File: src/rtl/aura_pkg.sv
// Shared definitions for the reduction arbiter slice.
// Provides default sizing (vector length, element width, result width, tag
// depth), the requester tag and result types, and a tag-width helper that
// keeps a one-bit tag legal for degenerate requester counts.
`ifndef MAX_EMBEDDING_DIM
`define MAX_EMBEDDING_DIM 4
`endif
`ifndef INTEGER_WIDTH
`define INTEGER_WIDTH 8
`endif

package aura_pkg;

  localparam int NUM_REQ_DEF   = 2;
  localparam int INPUT_LEN_DEF = `MAX_EMBEDDING_DIM;
  localparam int W_IN_DEF      = 2 * `INTEGER_WIDTH;
  localparam int W_OUT_DEF     = W_IN_DEF + $clog2(INPUT_LEN_DEF);
  localparam int TAG_DEPTH_DEF = 4;

  localparam int REQ_TAG_W = $clog2(NUM_REQ_DEF);

  typedef logic [REQ_TAG_W-1:0]        req_tag_t;
  typedef logic signed [W_OUT_DEF-1:0] sum_t;

  // Width of a tag addressing n requesters, never narrower than one bit.
  function automatic int tag_w(input int n);
    if (n > 1) begin
      return $clog2(n);
    end else begin
      return 1;
    end
  endfunction

endpackage

File: src/rtl/tag_fifo.sv
// In-order tag FIFO.
// Records which requester issued each in-flight tree transaction so the
// result can be steered back in issue order. Push and pop may coincide;
// push while full and pop while empty are ignored.
// Ports:
//   clk, rst       clock and synchronous active-high reset
//   push/push_data write one tag
//   pop            retire the head tag
//   head           tag at the read pointer
//   full, empty    occupancy flags
//   count          current occupancy (0..DEPTH)
module tag_fifo #(
  parameter int WIDTH = 1,
  parameter int DEPTH = 4
) (
  input  logic                       clk,
  input  logic                       rst,
  input  logic                       push,
  input  logic [WIDTH-1:0]           push_data,
  input  logic                       pop,
  output logic [WIDTH-1:0]           head,
  output logic                       full,
  output logic                       empty,
  output logic [$clog2(DEPTH+1)-1:0] count
);

  localparam int AW = (DEPTH > 1) ? $clog2(DEPTH) : 1;
  localparam int CW = $clog2(DEPTH + 1);

  logic [WIDTH-1:0] mem_r [DEPTH];
  logic [AW-1:0]    wr_ptr_r;
  logic [AW-1:0]    rd_ptr_r;
  logic [CW-1:0]    count_r;
  logic             push_ok_s;
  logic             pop_ok_s;

  // Pointers wrap explicitly so non-power-of-two depths also work.
  function automatic logic [AW-1:0] ptr_inc(input logic [AW-1:0] p);
    if (p == AW'(DEPTH - 1)) begin
      return {AW{1'b0}};
    end else begin
      return p + AW'(1);
    end
  endfunction

  // Qualify push/pop against the registered occupancy.
  always_comb begin
    push_ok_s = push && (count_r != CW'(DEPTH));
    pop_ok_s  = pop && (count_r != {CW{1'b0}});
  end

  // Storage, pointers and occupancy.
  always_ff @(posedge clk) begin
    if (rst) begin
      wr_ptr_r <= {AW{1'b0}};
      rd_ptr_r <= {AW{1'b0}};
      count_r  <= {CW{1'b0}};
      for (int i = 0; i < DEPTH; i++) begin
        mem_r[i] <= {WIDTH{1'b0}};
      end
    end else begin
      if (push_ok_s) begin
        mem_r[wr_ptr_r] <= push_data;
        wr_ptr_r        <= ptr_inc(wr_ptr_r);
      end else begin
        wr_ptr_r <= wr_ptr_r;
      end
      if (pop_ok_s) begin
        rd_ptr_r <= ptr_inc(rd_ptr_r);
      end else begin
        rd_ptr_r <= rd_ptr_r;
      end
      case ({push_ok_s, pop_ok_s})
        2'b10:   count_r <= count_r + CW'(1);
        2'b01:   count_r <= count_r - CW'(1);
        default: count_r <= count_r;
      endcase
    end
  end

  assign head  = mem_r[rd_ptr_r];
  assign full  = (count_r == CW'(DEPTH));
  assign empty = (count_r == {CW{1'b0}});
  assign count = count_r;

endmodule

File: src/rtl/reduction_arbiter.sv
// Round-robin front end sharing one pairwise-sum reduction tree between
// NUM_REQ requester lanes.
// Issue path: picks the first valid requester at or after the round-robin
// pointer, forwards its vector to the tree and records its tag.
// Return path: steers each tree result to the requester at the head of the
// tag FIFO; the result bus is shared and qualified per requester.
// Ports:
//   req_vld_in/req_rdy_out/req_list_in    requester vectors in
//   tree_vld_out/tree_rdy_in/tree_list_out vector toward the tree
//   tree_vld_in/tree_rdy_out/tree_sum_in  result from the tree
//   res_vld_out/res_rdy_in/res_sum_out    results back to requesters
//   inflight_out                          tag FIFO occupancy
//   err_out                               sticky orphan-result error
module reduction_arbiter
  import aura_pkg::*;
#(
  parameter int NUM_REQ   = NUM_REQ_DEF,
  parameter int INPUT_LEN = INPUT_LEN_DEF,
  parameter int W_IN      = W_IN_DEF,
  parameter int W_OUT     = W_IN + $clog2(INPUT_LEN),
  parameter int TAG_DEPTH = TAG_DEPTH_DEF
) (
  input  logic                                           clk,
  input  logic                                           rst,
  input  logic [NUM_REQ-1:0]                             req_vld_in,
  output logic [NUM_REQ-1:0]                             req_rdy_out,
  input  logic signed [NUM_REQ-1:0][INPUT_LEN-1:0][W_IN-1:0] req_list_in,
  output logic                                           tree_vld_out,
  input  logic                                           tree_rdy_in,
  output logic signed [INPUT_LEN-1:0][W_IN-1:0]          tree_list_out,
  input  logic                                           tree_vld_in,
  output logic                                           tree_rdy_out,
  input  logic signed [W_OUT-1:0]                        tree_sum_in,
  output logic [NUM_REQ-1:0]                             res_vld_out,
  input  logic [NUM_REQ-1:0]                             res_rdy_in,
  output logic signed [W_OUT-1:0]                        res_sum_out,
  output logic [$clog2(TAG_DEPTH+1)-1:0]                 inflight_out,
  output logic                                           err_out
);

  localparam int TAG_W = tag_w(NUM_REQ);

  logic [TAG_W-1:0] ptr_r;
  logic [TAG_W-1:0] grant_s;
  logic             found_s;
  logic             issue_ok_s;
  logic             fire_s;
  logic             pop_s;
  logic [TAG_W-1:0] head_s;
  logic             fifo_full_s;
  logic             fifo_empty_s;
  logic             err_r;

  // Round-robin successor of a granted index.
  function automatic logic [TAG_W-1:0] next_ptr(input logic [TAG_W-1:0] g);
    if (g == TAG_W'(NUM_REQ - 1)) begin
      return {TAG_W{1'b0}};
    end else begin
      return g + TAG_W'(1);
    end
  endfunction

  // Grant search: first valid requester from the pointer upward, wrapping.
  always_comb begin
    logic [TAG_W:0]   wrap_s;
    logic [TAG_W-1:0] idx_s;
    wrap_s  = {(TAG_W+1){1'b0}};
    idx_s   = {TAG_W{1'b0}};
    grant_s = ptr_r;
    found_s = 1'b0;
    for (int k = 0; k < NUM_REQ; k++) begin
      wrap_s = {1'b0, ptr_r} + (TAG_W+1)'(k);
      if (wrap_s >= (TAG_W+1)'(NUM_REQ)) begin
        idx_s = TAG_W'(wrap_s - (TAG_W+1)'(NUM_REQ));
      end else begin
        idx_s = wrap_s[TAG_W-1:0];
      end
      if (!found_s && req_vld_in[idx_s]) begin
        found_s = 1'b1;
        grant_s = idx_s;
      end else begin
        found_s = found_s;
      end
    end
  end

  // Issue path. Gating on the registered occupancy keeps the result path
  // out of the ready chain: a same-cycle pop never frees a slot.
  always_comb begin
    issue_ok_s    = !fifo_full_s;
    tree_vld_out  = issue_ok_s && found_s;
    tree_list_out = req_list_in[grant_s];
    req_rdy_out   = {NUM_REQ{1'b0}};
    if (tree_vld_out) begin
      req_rdy_out[grant_s] = tree_rdy_in;
    end else begin
      req_rdy_out = {NUM_REQ{1'b0}};
    end
    fire_s = tree_vld_out && tree_rdy_in;
  end

  // Return path: results go to the requester whose tag is at the head.
  always_comb begin
    res_vld_out  = {NUM_REQ{1'b0}};
    tree_rdy_out = 1'b0;
    res_sum_out  = tree_sum_in;
    if (!fifo_empty_s) begin
      res_vld_out[head_s] = tree_vld_in;
      tree_rdy_out        = res_rdy_in[head_s];
    end else begin
      res_vld_out  = {NUM_REQ{1'b0}};
      tree_rdy_out = 1'b0;
    end
    pop_s = tree_vld_in && tree_rdy_out;
  end

  // Round-robin pointer; a stalled valid requester keeps its priority.
  always_ff @(posedge clk) begin
    if (rst) begin
      ptr_r <= {TAG_W{1'b0}};
    end else if (fire_s) begin
      ptr_r <= next_ptr(grant_s);
    end else begin
      ptr_r <= ptr_r;
    end
  end

  // Sticky error on a tree result with no outstanding tag.
  always_ff @(posedge clk) begin
    if (rst) begin
      err_r <= 1'b0;
    end else if (tree_vld_in && fifo_empty_s) begin
      err_r <= 1'b1;
    end else begin
      err_r <= err_r;
    end
  end

  assign err_out = err_r;

  tag_fifo #(
    .WIDTH (TAG_W),
    .DEPTH (TAG_DEPTH)
  ) u_tag_fifo (
    .clk       (clk),
    .rst       (rst),
    .push      (fire_s),
    .push_data (grant_s),
    .pop       (pop_s),
    .head      (head_s),
    .full      (fifo_full_s),
    .empty     (fifo_empty_s),
    .count     (inflight_out)
  );

endmodule

File: config.mk
export PLATFORM = sky130hd
export DESIGN_NAME = reduction_arbiter
export DESIGN_NICKNAME = d
export VERILOG_FILES = /design/src/rtl/aura_pkg.sv /design/src/rtl/tag_fifo.sv /design/src/rtl/reduction_arbiter.sv
export SDC_FILE = /design/constraint.sdc
export NUM_CORES = 1
export LEC_CHECK = 0
export CORE_ASPECT_RATIO = 0.6
export CORE_UTILIZATION = 22
export CTS_CLUSTER_SIZE = 25
export DETAILED_ROUTE_END_ITERATION = 10
export PLACE_DENSITY = 0.79
export SLEW_MARGIN = 15
export SYNTH_ARGS = -nofsm -noshare
export SYNTH_HDL_FRONTEND = slang
export SYNTH_SLANG_ARGS = --single-unit
File: constraint.sdc
create_clock -name clk -period 2.5 [get_ports clk]
set_input_delay 0.5 -clock clk [delete_from_list [all_inputs] [get_ports clk]]
set_output_delay 0.5 -clock clk [all_outputs]
set_load 0.05 [all_outputs]
Word level (Yosys, flattened, before mapping)
Memory sizes are Yosys's and may differ from the RTL's. A register that Yosys moved wholly into a read port is not among the register bits.
Index checks and enable logic that the tools add are counted.
- register bits after elaboration: 9
- bits in latches: 0
- RAM bits: 4
- memory bits (read-only): 0
- input bits: 154
- output and inout bits: 92
- logic and storage cells: 80
- memories: 1
- add/subtract/negate cells: 8
- multipliers: 0
- divide/modulo/power cells: 0
- order comparisons: 8
- eq/ne operators: 6
- shift operators: 0
- multiplexer cells: 35
- bitwise gates (word level): 2
- reduce and logical (&&, ||, !) cells: 15
- memories (name ; depth ; width ; read ports ; clocked after Yosys merged registers in ; wr ports ; RTL line ; source):
    u_tag_fifo.mem_r ; 4 ; 1 ; 1 ; 1 ; 4 ; tag_fifo.sv:30 ; logic [WIDTH-1:0] mem_r [DEPTH];
- operators with widths (cell ; number):
    64-bit two-way mux ; 2
    1-bit two-way mux ; 23
    2-bit two-way mux ; 7
    1-bit logical AND ; 9
    1-bit by 2-bit < comparator with 1-bit output, second input constant ; 4
    2-bit equality test, second input constant ; 3
    3-bit case mux with 2 select lines ; 1
    2-bit by 1-bit adder with 2-bit output, second input constant ; 2
    2-bit AND ; 2
    3-bit by 1-bit adder with 3-bit output, second input constant ; 1
    3-bit equality test, second input constant ; 1
    3-bit logical NOT ; 1
    3-bit != test, second input constant ; 1
    3-bit nonzero test ; 1
    3-bit by 1-bit subtractor with 3-bit output, second input constant ; 1
    1-bit by 1-bit adder with 2-bit output, second input constant ; 1
    1-bit demux with 1-bit select ; 2
    2-bit by 1-bit equality test with 1-bit output, second input constant ; 1
    1-bit greater-or-equal comparator, second input constant ; 2
    1-bit by 2-bit greater-or-equal comparator with 1-bit output, second input constant ; 1
    2-bit greater-or-equal comparator, second input constant ; 1
    1-bit logical NOT ; 2
    2-bit nonzero test ; 1
    1-bit subtractor, second input constant ; 2
    other kinds (2) ; 2

Logic depth before layout (Yosys ltp)
Gate-level depths: netlist of run 1.
- depth in word-level cells: 16
- mapped depth: 9
- depth with buffers taken out: 9

Modules after synthesis
Synthesis of run 1 repeated with hierarchy kept, for this count alone.
- cell total of the unflattened synthesis: 177
- area, all modules: 1930.6 sq um
- by module, submodules not included (module ; instances ; cells each ; area an instance (sq um)):
    reduction_arbiter ; 1 ; 115 ; 1320.0
    tag_fifo ; 1 ; 62 ; 610.6

Worst setup path before layout of run 1
OpenSTA, ideal clock, no wires.
- path type: flip-flop to flip-flop
- start point: reg u_tag_fifo.count_r[2] (netlist: u_tag_fifo.count[2])
- end point: reg u_tag_fifo.count_r[2] (netlist: u_tag_fifo.count[2])
- library setup time: 71 ps
- arrival time: 2544 ps
- data required time: 2429 ps
- slack: -114 ps
- stages on the path, launching flop included: 10
- cells stage by stage: dfxtp_1 nor3b_1 nor3_2 clkinv_1 ha_1 inv_1 fa_1 xor2_1 or3_1 a21oi_1
- longest elaborated chain between the ends: 7
- elaborated cells on any way between the ends: 17
- those cells by class: 2 x add/sub; 4 x eq/ne; 2 x mux; 9 x reduce/logical
- RTL lines (element ; RTL line ; source):
    start, declared ; tag_fifo.sv:33 ; logic [CW-1:0] count_r;
    start signal, assigned ; tag_fifo.sv:57 ; count_r <= {CW{1'b0}};
    start signal, assigned ; tag_fifo.sv:74 ; 2'b10: count_r <= count_r + CW'(1);
    start signal, assigned ; tag_fifo.sv:75 ; 2'b01: count_r <= count_r - CW'(1);
    3-bit equality test ; tag_fifo.sv:82 ; assign full = (count_r == CW'(DEPTH));
    1-bit logical NOT ; reduction_arbiter.sv:90 ; issue_ok_s = !fifo_full_s;
    1-bit logical AND ; reduction_arbiter.sv:91 ; tree_vld_out = issue_ok_s && found_s;
    1-bit logical AND ; reduction_arbiter.sv:99 ; fire_s = tree_vld_out && tree_rdy_in;
    1-bit logical AND ; tag_fifo.sv:48 ; push_ok_s = push && (count_r != CW'(DEPTH));
    2-bit by 1-bit equality test with 1-bit output or 2-bit equality test (tied branches) ; tag_fifo.sv:73 ; case ({push_ok_s, pop_ok_s})
    3-bit case mux with 2 select lines or 2-bit nonzero test (tied branches) ; n/a ;
Several ways; a longest one is shown, not always the timed one.
A chain may end at the register's enable or synchronous reset.

==> results of run 1 <==
## per-layer routing
| layer | global-route usage (%) | vias up | part of all wire, % |
|---|---|---|---|
| met5 | 0 | - | 0 |
| met3 | 5.30 | 8 | 6.7 |
| met1 | 22.0 | 1008 | 39 |
| met4 | 4.42 | 0 | 1.4 |
| met2 | 34.7 | 86 | 52 |
| li1 | - | 1041 | - |
## cells in the mapped netlist, drive strengths merged, types with 2 or more instances
cell type,instances
nand2,3
xor2,2
edfxtp,4
o311ai,2
mux2i,3
nand2b,3
nand4,2
inv,5
a21o,2
ha,3
buf,25
o21ai,4
nor2b,2
a21oi,6
nor2,11
nor4,2
dfxtp,11
nor3,4
o31ai,2
nor3b,2
mux2,65
## stage by stage
stage          instances  util (%)  setup WS [ns]  setup TNS (ns)  hold WS (ns)
2_1_floorplan        174         -        -0.0596          -0.119         0.454
6_report             490      57.9         0.0552               0         0.469
4_1_cts              490      56.5       0.000208               0         0.472
3_3_place_gp         478      51.6         -0.185          -10.46         0.457
5_1_grt              490      57.9        -0.0570         -0.0855         0.495
3_5_place_dp         478      51.6         -0.212          -12.42         0.460
## how the worst max path moves through the flow
stage / end / cells after the start
floorplan: req_rdy_out[0] / 4
global placement: tree_list_out[7] / 6
detailed placement: tree_list_out[14] / 6
CTS: tree_list_out[31] / 7
global route: u_tag_fifo.count[2]$_SDFFE_PP0P_ / 8
finish: tree_list_out[29] / 7
## final cells by class
cell class | count | area share [%]
clock buffers | 4 | 1.84
inverters | 6 | 0.527
multi-input cells | 127 | 29.6
flip-flops and latches | 15 | 7.99
well taps | 104 | 3.04
repair buffers | 234 | 57.0
## repair_timing
item	CTS	global route
setup buffers	5	2
cloned	3	0
pin swaps	1	1
setup endpoints to repair	64	16
resized for setup	46	39
## power groups by stage
stage,sequential [mW],combinational [mW],clock (mW)
after floorplan,0.362,0.838,0
after global placement,0.320,1.35,0
after detailed placement,0.321,1.36,0
after CTS,0.316,1.48,0.317
after global routing,0.324,1.58,0.329
final,0.317,1.51,0.308
## critical path, stage by stage
cell           delay (ns)
dlygate4sd2_1        0.26
nand2b_4             0.16
a21oi_4              0.18
buf_6                0.17
buf_8                0.14
mux2_2               0.34
buf_4                0.19
## kinds of logic (layout without fill, tap and decap cells)
kind of cell             count (synthesis)  count (layout)  synth area share, %
AO/OA/AOI/OAI                           18              18                 6.73
XOR/XNOR                                 2               2                 1.02
adder cells (fa/ha/maj)                  4               4                 3.37
flip-flops                              15              15                 19.9
AND/OR/NAND/NOR                         34              34                 11.0
multiplexers                            69              69                 46.3
buffers and inverters                   32             244                 11.6
==> summary.txt, run 1 <==
Min path
  • Hold path depth: 2
  • Hold Startpoint: err_out$_SDFFE_PP0P_
  • Hold EP: err_out$_SDFFE_PP0P_
  • Class of the tightest hold or removal check: flip-flop to flip-flop

Synthesis
  • Yosys top cell by area: mux2_2
  • Ys async rst share: 0%
  • Post-synth EDFFs: 4
  • Synth Area per Inst: 9.83 µm²
  • Synthesized Nets: roughly 330
  • Register area share after synthesis: between 10% and 20%
  • Synth warnings: 0
  • Mapped Area: 1710 µm²
  • Yosys cell types: 37
  • Synth area leaders: mux2_2, dfxtp_1, buf_4
  • Top FF cell, synth: dfxtp_1
  • Post-Syn Instances: 174
  • Top cell type's share of synthesized area: 42.1%
  • #FFs+latches synth: 15

Worst setup path
  • Crit path from: req_vld_in[1]
  • Worst Path Max Fanout: 10
  • FF-to-FF End: u_tag_fifo.count[2]$_SDFFE_PP0P_
  • Worst setup SP type: input port
  • Reg2Reg Setup Slack: 0.07 ns
  • Crit path arrival time: 1.94 ns
  • CP endpoint kind: output pin
  • CP Class: input port to output pin
  • Worst flop-to-flop path startpoint: u_tag_fifo.mem_r[2]$_SDFFCE_PN0P_
  • Path depth of the worst reg2reg path: 8
  • Critical Path RT: approximately 2.0 ns

Layout
  • Synth-to-Final Area Change: 150%
  • Multi-input gate area: 1260 µm²
  • Final net count: 545
  • Fill count: 655
  • Post-Layout Inst Area: about 4300 µm²
  • Ant. Diodes: 0
  • Layout cells sized above 1: 45.9%
  • Most frequent cells in the layout: clkdlybuf4s50_1, mux2_2, buf_4
  • Total area of sequential cells: roughly 340 µm²
  • Commonest non-fill, non-tap cell in the layout: clkdlybuf4s50_1

Timing
  • Final setup fails: 0
  • Slew headroom: about two thirds
  • Slew Limit Fails: 0
  • Least-Margin Pin Slew: 0.496 ns
  • Final Hold Vio Count: 0
  • Final worst path period need: 2.44 ns
  • Fmax: between 400 and 500 MHz
  • RSZ-0062 raised after global routing: true
  • Part of the cycle the worst path needs: 97.8%
  • Clock skew: 0.00320 ns

Flow run
  • Max-Cap Viols: 0

Placement
  • DP HPWL: 6.37 mm
  • Dpl cell area: 3810 µm²
  • Final weighted congestion in routability-driven placement: 0.815
  • # port buffers: 209

Power
  • Peak supply drop: roughly 0.24 mV
  • Cell Pwr Density: around 500 nW/µm²
  • Switching share of power: 42.9%
  • Switching component of the power: 0.916 mW
  • Clk pwr share: 14.4%
  • Total power: 2.14 mW
  • Static leakage: ~1.8 nW
  • Combinational Power Share: about 71%
  • Power Internal: 1.22 mW
  • Reg power frac: between 10% and 20%

CTS
  • CTS H-Tree Depth: 1
  • Clock Path Buffers: 2
  • Worst-Skew Late Latency: 0.24 ns
  • Worst-path clk slew: 0.04 ns
  • Cts hold-fix bufs: 0
  • CTS tree: yes
  • Clock buffer count from CTS: 3
  • Root buffer cell: clkbuf_16
  • Clock Sinks: 15

Floorplan
  • Die H: 70.3 µm
  • Core Area: 7390 µm²
  • Die ar.: 8140 µm²
  • Initial core utilization: 23.2%
  • Die width: 116 µm
  • Core Rows: 24
  • I/O pins: 246

Route
  • Post-route ant nets: 0
  • Drt total wl: 7.74 mm
  • Post-route DRC: 0
  • Initial DRC count: 35
  • 1st-pass router iterations: 4
  • Routed vias/inst: 4.37
  • Routed via count: 2143
  • Post-DR wirelength/cell: ~16 µm

Global route
  • First-pass GRT wire length: 12.0 mm
  • GRT Residual Overflow: 0
  • Initial antenna violation count: 0
  • GR Util All Layers: approximately a fifth
  • Vias in the first global route: around 2300
  • Largest net degree at the start of global routing: 16

Status
  • Status: finished clean
No activity file was read; power rests on OpenSTA's default activity.
==> run 2: changes to the inputs <==
--- a/config.mk
+++ b/config.mk
@@ -9,7 +9,8 @@
 export CORE_UTILIZATION = 22
 export CTS_CLUSTER_SIZE = 25
 export DETAILED_ROUTE_END_ITERATION = 10
-export PLACE_DENSITY = 0.79
+export PLACE_DENSITY_LB_ADDON = 0.05
+export REMOVE_ABC_BUFFERS = 1
 export SLEW_MARGIN = 15
 export SYNTH_ARGS = -nofsm -noshare
 export SYNTH_HDL_FRONTEND = slang
==> summary.txt, run 2 (same netlist as run 1, synthesis figures left out) <==
Worst setup path
  • Critical-path cell list: dlygate4sd2_1 -> nor2b_2 -> a21oi_4 -> buf_6 -> buf_12 -> mux2_2 -> buf_6
  • Bufs and invs on worst path: 4
  • Max stage delay on crit path: roughly 0.38 ns
  • Delay-heaviest family, CP: buffers and inverters
  • Worst setup SP type: input port
  • Most used cell, CP: buf_6
  • Crit-path slowest cell: mux2_2
  • Critical Path RT: ~2.0 ns
  • Crit path arrival time: 1.95 ns
  • Worst Path Max Fanout: 12
  • CP Class: input port to output pin
  • CP endpoint kind: output pin

Flow run
  • Max-Cap Viols: 0

Placement
  • Final weighted congestion in routability-driven placement: 0.779
  • Setup WS pre-CTS: -0.266 ns
  • Dpl cell area: 3750 µm²
  • DP HPWL: 7.08 mm
  • Inst Count DP: about 470
  • # port buffers: approximately 210

Route
  • Routed via count: 2139
  • Drt total wl: 8.67 mm
  • 1st-pass router iterations: 4
  • Post-route ant nets: 0
  • Post-route DRC: 0
  • Initial DRC count: 85
  • Post-DR wirelength/cell: around 18 µm
  • Routed vias/inst: 4.42

Min path
  • Class of the tightest hold or removal check: flip-flop to flip-flop

Timing
  • Final Hold Vio Count: 0
  • Final worst path period need: 2.45 ns
  • Slew Limit Fails: 0
  • Least-Margin Pin Slew: 0.495 ns
  • Final setup fails: 0
  • Clock skew: 0.000841 ns
  • Worst setup margin: slightly above 0.05 ns
  • Slew headroom: 66.9%
  • Part of the cycle the worst path needs: between 90% and 100%
  • Hold Slack: 0.478 ns
  • RSZ-0062 raised after global routing: true
  • Fmax: 408 MHz

Floorplan
  • Core Area: about 7400 µm²
  • Die ar.: roughly 8000 µm²
  • Die width: 116 µm
  • Core Rows: 24
  • Initial core utilization: 23.2%
  • Die H: 70.3 µm
  • I/O pins: between 200 and 250

CTS
  • Clock Sinks: 15
  • CTS tree: yes
  • Clock Path Buffers: 2
  • Worst-Skew Late Latency: 0.25 ns
  • Clock buffer count from CTS: 3
  • Root buffer cell: clkbuf_16
  • Worst-path clk slew: approximately 0.05 ns
  • CTS H-Tree Depth: 1

Power
  • Switching share of power: 44.2%
  • Reg power frac: 15.3%
  • Switching component of the power: slightly above 0.9 mW
  • Static leakage: 1.68 nW
  • Combinational Power Share: 69.7%
  • Clk pwr share: 15.0%
  • Peak supply drop: a little under 0.3 mV
  • Power Internal: 1.16 mW
  • Cell Pwr Density: slightly above 500 nW/µm²

Status
  • Status: finished clean

Layout
  • Post-Layout Inst Area: 4090 µm²
  • Synth-to-Final Area Change: 139%
  • Fill count: 686
  • Most frequent cells in the layout: clkdlybuf4s50_1, mux2_2, buf_4
  • Multi-input gate area: between 1000 and 1500 µm²
  • Final net count: 539
  • Total area of sequential cells: approximately 340 µm²
  • Final std cells w/o fill: 484
  • Ant. Diodes: 0
  • Commonest non-fill, non-tap cell in the layout: clkdlybuf4s50_1
  • Layout cells sized above 1: 44.5%

Global route
  • GRT Residual Overflow: 0
  • Vias in the first global route: 2241
  • GR Util All Layers: 20.6%
  • Initial antenna violation count: 0
  • First-pass GRT wire length: 12.3 mm
  • Largest net degree at the start of global routing: 24
run 2: cell count changes in the layout (fill, tap and decap cells not counted), sizes merged:
cell | previous run | this run
dlygate4sd2 | 1 | 2
clkdlybuf4s15 | 1 | 0
inv | 6 | 5
clkinv | 0 | 2
buf | 95 | 88
run 2: tightest hold or removal path, stage by stage (launching register included):
cell and delay [ns]:
dfxtp_1 0.32, a21oi_1 0.04, nor2_1 0.07
run 2: per-layer routing:
layer	vias to the layer above	share of wire, %	track usage, %	routed length, µm
met5	-	0	0	0
li1	1033	-	-	-
met4	0	0.76	3.85	66
met3	6	7.5	6.34	654
met1	994	42	25.0	3650
met2	106	50	35.7	4300
run 2: area by class of cell:
type / instances / area share [%]
multi-input cells: 127 / 29.4
flip-flops and latches: 15 / 8.32
well taps: 104 / 3.18
inverters: 6 / 0.551
clock inverters: 1 / 0.122
clock buffers: 3 / 1.84
repair buffers: 228 / 56.6
run 2: timing repair:
item                       in CTS  in global routing
resized for setup              19                 25
pin swaps                       1                  1
setup endpoints to repair      65                 44
cloned                          2                  1
hold buffers                    0                  0
buffers inserted                4                  0
run 2: power by group through the flow:
stage	sequential, mW	clock [mW]	combinational (mW)
after floorplan	0.361	0	0.750
after global placement	0.321	0	1.34
after detailed placement	0.322	0	1.35
after CTS	0.318	0.316	1.41
after global routing	0.328	0.329	1.52
final	0.319	0.313	1.45
run 2: through the flow:
step	TNS [ns]	util (%)	power (mW)
3_3_place_gp	-13.07	50.8	1.66
2_1_floorplan	-74.30	-	1.11
5_1_grt	-0.0364	55.4	2.17
6_report	0	55.4	2.08
3_5_place_dp	-15.18	50.8	1.67
4_1_cts	0	53.8	2.05
run 2: worst paths after layout:
kind                                           from                               end  slack [ns]  cells past startpoint
hold reg to reg                err_out$_SDFFE_PP0P_              err_out$_SDFFE_PP0P_        0.48                      2
hold / removal                 err_out$_SDFFE_PP0P_              err_out$_SDFFE_PP0P_        0.48                      2
setup / recovery                      req_vld_in[1]                  tree_list_out[0]        0.05                      7
setup reg to reg  u_tag_fifo.mem_r[0]$_SDFFCE_PN0P_  u_tag_fifo.count[2]$_SDFFE_PP0P_        0.08                      8
